$ cat src/rtl/truth_table_checker_pkg.sv
// Shared definitions for the truth-table sweep engine: FSM state encodings
// and the hold-counter width helper.
package truth_table_checker_pkg;

  typedef enum logic [1:0] {
    ST_IDLE  = 2'd0,
    ST_DRIVE = 2'd1,
    ST_DONE  = 2'd2
  } tt_state_e;

  // A counter reaching HOLD-1 needs $clog2(HOLD) bits, but never fewer than one.
  function automatic int hold_w(input int hold);
    int w;
    w = $clog2(hold);
    return (w < 1) ? 1 : w;
  endfunction

endpackage

$ cat src/rtl/truth_table_checker_hold_timer.sv
// Hold-window counter: counts 0..HOLD-1 while enabled, wraps, and flags the
// last cycle of each window.
module hold_timer
  import truth_table_checker_pkg::*;
#(
  parameter int HOLD = 20
) (
  input  logic clk,
  input  logic rst,
  input  logic clear,
  input  logic en,
  output logic last
);

  localparam int W = hold_w(HOLD);
  localparam logic [W-1:0] LAST_CNT = W'(HOLD - 1);

  logic [W-1:0] cnt;

  assign last = (cnt == LAST_CNT);

  always_ff @(posedge clk or posedge rst) begin
    if (rst) begin
      cnt <= '0;
    end else if (clear) begin
      cnt <= '0;
    end else if (en) begin
      cnt <= last ? '0 : cnt + W'(1);
    end
  end

endmodule

$ cat config.mk
export PLATFORM = sky130hd
export DESIGN_NAME = hold_timer
export DESIGN_NICKNAME = d
export VERILOG_FILES = /design/src/rtl/truth_table_checker_pkg.sv /design/src/rtl/truth_table_checker_hold_timer.sv
export SDC_FILE = /design/constraint.sdc
export NUM_CORES = 1
export LEC_CHECK = 0
export ABC_AREA = 1
export CELL_PAD_IN_SITES_DETAIL_PLACEMENT = 0
export CELL_PAD_IN_SITES_GLOBAL_PLACEMENT = 1
export CORE_AREA = 4 4 41 43
export CTS_CLUSTER_DIAMETER = 80
export CTS_CLUSTER_SIZE = 28
export DETAILED_ROUTE_END_ITERATION = 6
export DIE_AREA = 0 0 45 47
export GPL_TIMING_DRIVEN = 0
export PLACE_DENSITY = 0.6
export SETUP_SLACK_MARGIN = 0.1
export SLEW_MARGIN = 20
export SYNTH_ARGS = -nofsm -noshare
export SYNTH_HDL_FRONTEND = slang
export SYNTH_SLANG_ARGS = --single-unit
$ cat constraint.sdc
create_clock -name clk -period 1.51 [get_ports clk]
set_input_delay 0.2265 -clock clk [delete_from_list [all_inputs] [get_ports clk]]
set_output_delay 0.2265 -clock clk [all_outputs]
set_load 0.005 [all_outputs]
==> results.cfg <==
[run_status]
outcome = finished clean

[grt]
grt_max_degree = 8
grt_pass1_wl_mm = 1.18
track_usage_pct = 8.63
grt_antenna_before_repair = 0
grt_overflow_total = 0
grt_pass1_vias = 312

[critical_path]
worst_ep_arrival_time_ps = 1130
crit_cells = 6
crit_family = flip-flops
start_kind = flip-flop
end_kind = primary output
crit_path_top_delay_cell = dfrtp_1
rr_worst_depth = 7
required_ps = 1280
crit_buf_inv = 3
slowest_delay_ps = 410
critical_path_class = flip-flop to primary output
path_max_fanout = 2
cp_cell_sequence = ha_4, nand2_2, inv_2, nand2_2, inv_2, buf_6

[power_and_ir_drop]
p_int_w = 0.000261
p_clk_share_pct = 45.5
p_sw_share_pct = 24.8
leakage_nw = 0.232
combPwrFrac_pct = 12.2
p_per_area_mw_per_mm2 = 798
seqPwrFrac_pct = 42.3
switchingPower_w = 0.0000862
irDropWorstVdd_v = 0.000369

[route]
met1_length_microns = 322
vias = 313
wirelength_microns = 753
viasPerCell = 4.47
post_drt_wl_per_cell_microns = 10.8
drtAntennaViolNets = 0
firstDrtPassIters = 2
met3_length_microns = 48
highest_layer = met4
drc = 0
drtIter0Drc = 5
wl_met2_microns = 360

[die]
die-area_sq_mm = 0.00212
io_pins = 5
die_h_microns = 47
core_area_sq_mm = 0.00130
die_width_microns = 45
start_util_pct = 23.2
rows = 13

[cts]
numCtsBuffers = 3
htree_num_levels = 1
clock_sinks = 5
clkTransAtPathRegs_ps = 40
clockRootBuffer = clkbuf_4
tritoncts = built
clk-insertion-delay-late_ps = 240
ctsHoldBuffers = 0
clockBufferDepth = 2

[finish]
layout-drive-gt1-share_pct = 29.1
largest_register_ffs = 5
syn2layout_area_growth_pct = 44.4
fin_nets = 61
fill_cells = 150
largest-register = cnt
num_antenna_cells = 0
top_regs = cnt (5)

[sta]
worst_pin_slew_ps = 261
finalHoldViolCount = 0
grt_setup_unrepaired = false
slew_headroom_pct = 82.6
setup_viol = 0
fmax_mhz = 736
skew_ps = 1.44
slew_viol_final = 0
fin_crit_sh_pct = 89.9
min_period_ps = 1360
fin_setup_tns_ps = 0
setup_slack_ps = 152

[yosys]
synthesis.nets = 48
syn-instance-count = 43
synth_edf_count = 0
syn_area_sq_um = 302
synth_top_cell_by_area = dfrtp_1
synthTopCellsByArea = dfrtp_1, nand2_1, inv_1
ys_ff_latch = 5
synth_top_area_share_pct = 41.5
seq_area_frac_synth_pct = 41.5
ys_types = 10
async_reset_ff_share_pct = 100
yosysMostFrequentCell = nand2_1
syn_area_per_cell_sq_um = 7.01
synthFlopType = dfrtp_1
synth_common_cells = nand2_1, inv_1, dfrtp_1, nand3_1
yosys_warnings = 0

[place]
gp_congestion = 0.651
pre_cts_slack_ps = -148
port_buffers = 4

[job]
maxCapViolCount = 0

[hold_path]
holdCritPathClass = input port to asynchronous set/reset pin
final cells by class:
type	count	area, sq um	share of cell area (%)
Tap cell	15	18.8	4.31
Inverter	8	30.0	6.90
Clock buffer	4	26.3	6.03
Timing Repair Buffer	8	71.3	16.4
Sequential cell	5	125	28.7
Multi-Input combinational cell	30	164	37.6
worst register-to-register path: stages, from the launching register on:
cell and delay [ps]:
dfrtp_1 410, ha_4 180, nand2_2 60, inv_2 40, buf_4 120, a21oi_2 130, nand2_1 70, nand2_1 50
cells by family (layout without fill, tap and decap cells):
group,count (synthesis),count (layout),share of synthesized area (%)
buffers and inverters,8,20,9.96
adders and majority gates,1,1,4.15
DFF,5,5,41.5
and+or+nand+nor,24,24,33.6
AOI/OAI and AO/OA,5,5,10.8
through the flow:
| stage | std cells | utilization, % | power [W] | hold WS (ps) | cell area [sq um] |
|---|---|---|---|---|---|
| after detailed placement | 62 | 27.7 | 0.000179 | 446 | 360 |
| after CTS | 69 | 32.0 | 0.000352 | 192 | 417 |
| after floorplan | 43 | - | 0.000165 | 5.02 | 302 |
| after global routing | 70 | 33.5 | 0.000365 | 202 | 435 |
| after global placement | 62 | 27.7 | 0.000179 | 451 | 360 |
| final | 70 | 33.5 | 0.000347 | 181 | 435 |
power by group through the flow:
stage | logic (W) | registers [W] | clock network (W)
detailed placement | 0.0000304 | 0.000149 | 0
CTS | 0.0000415 | 0.000146 | 0.000164
floorplan | 0.0000180 | 0.000147 | 0
global route | 0.0000485 | 0.000147 | 0.000169
global placement | 0.0000308 | 0.000148 | 0
finish | 0.0000424 | 0.000147 | 0.000158
layout by cell type, fill, tap and decap left out:
cell type,Yosys,final
inv_2,0,2
buf_6,0,1
buf_4,0,4
dfrtp_1,5,5
clkbuf_4,0,3
clkbuf_1,0,1
nand2_2,0,2
ha_4,0,1
nand2_1,18,16
o21ai_0,1,1
nand4_1,2,2
nand3_1,3,3
inv_1,8,6
a21oi_1,2,2
a21oi_2,2,2
clkdlybuf4s50_1,0,3
nor2_2,1,1
routing by layer:
metal | vias up | GRT usage, %
li1 | 157 | -
met1 | 146 | 7.78
met2 | 8 | 14.4
met3 | 2 | 4.60
met4 | 0 | 7.02
met5 | - | 0
final timing paths:
kind	startpoint	endpoint	slack, ps
setup / recovery	cnt[0]	last	150
hold / removal	rst	cnt[4]	180
setup reg to reg	cnt[0]	cnt[3]	390
hold reg to reg	cnt[4]	cnt[4]	560
max in group asynchronous	rst	cnt[2]	1160
min in group clk	cnt[4]	cnt[4]	560
timing repair:
action / in CTS / in global routing
gates resized for setup: 6 / 5
endpoints found under the setup margin: 1 / 1
pin swaps: 1 / 1
buffers inserted: 3 / 1
Power figures use the tool's default switching activity.
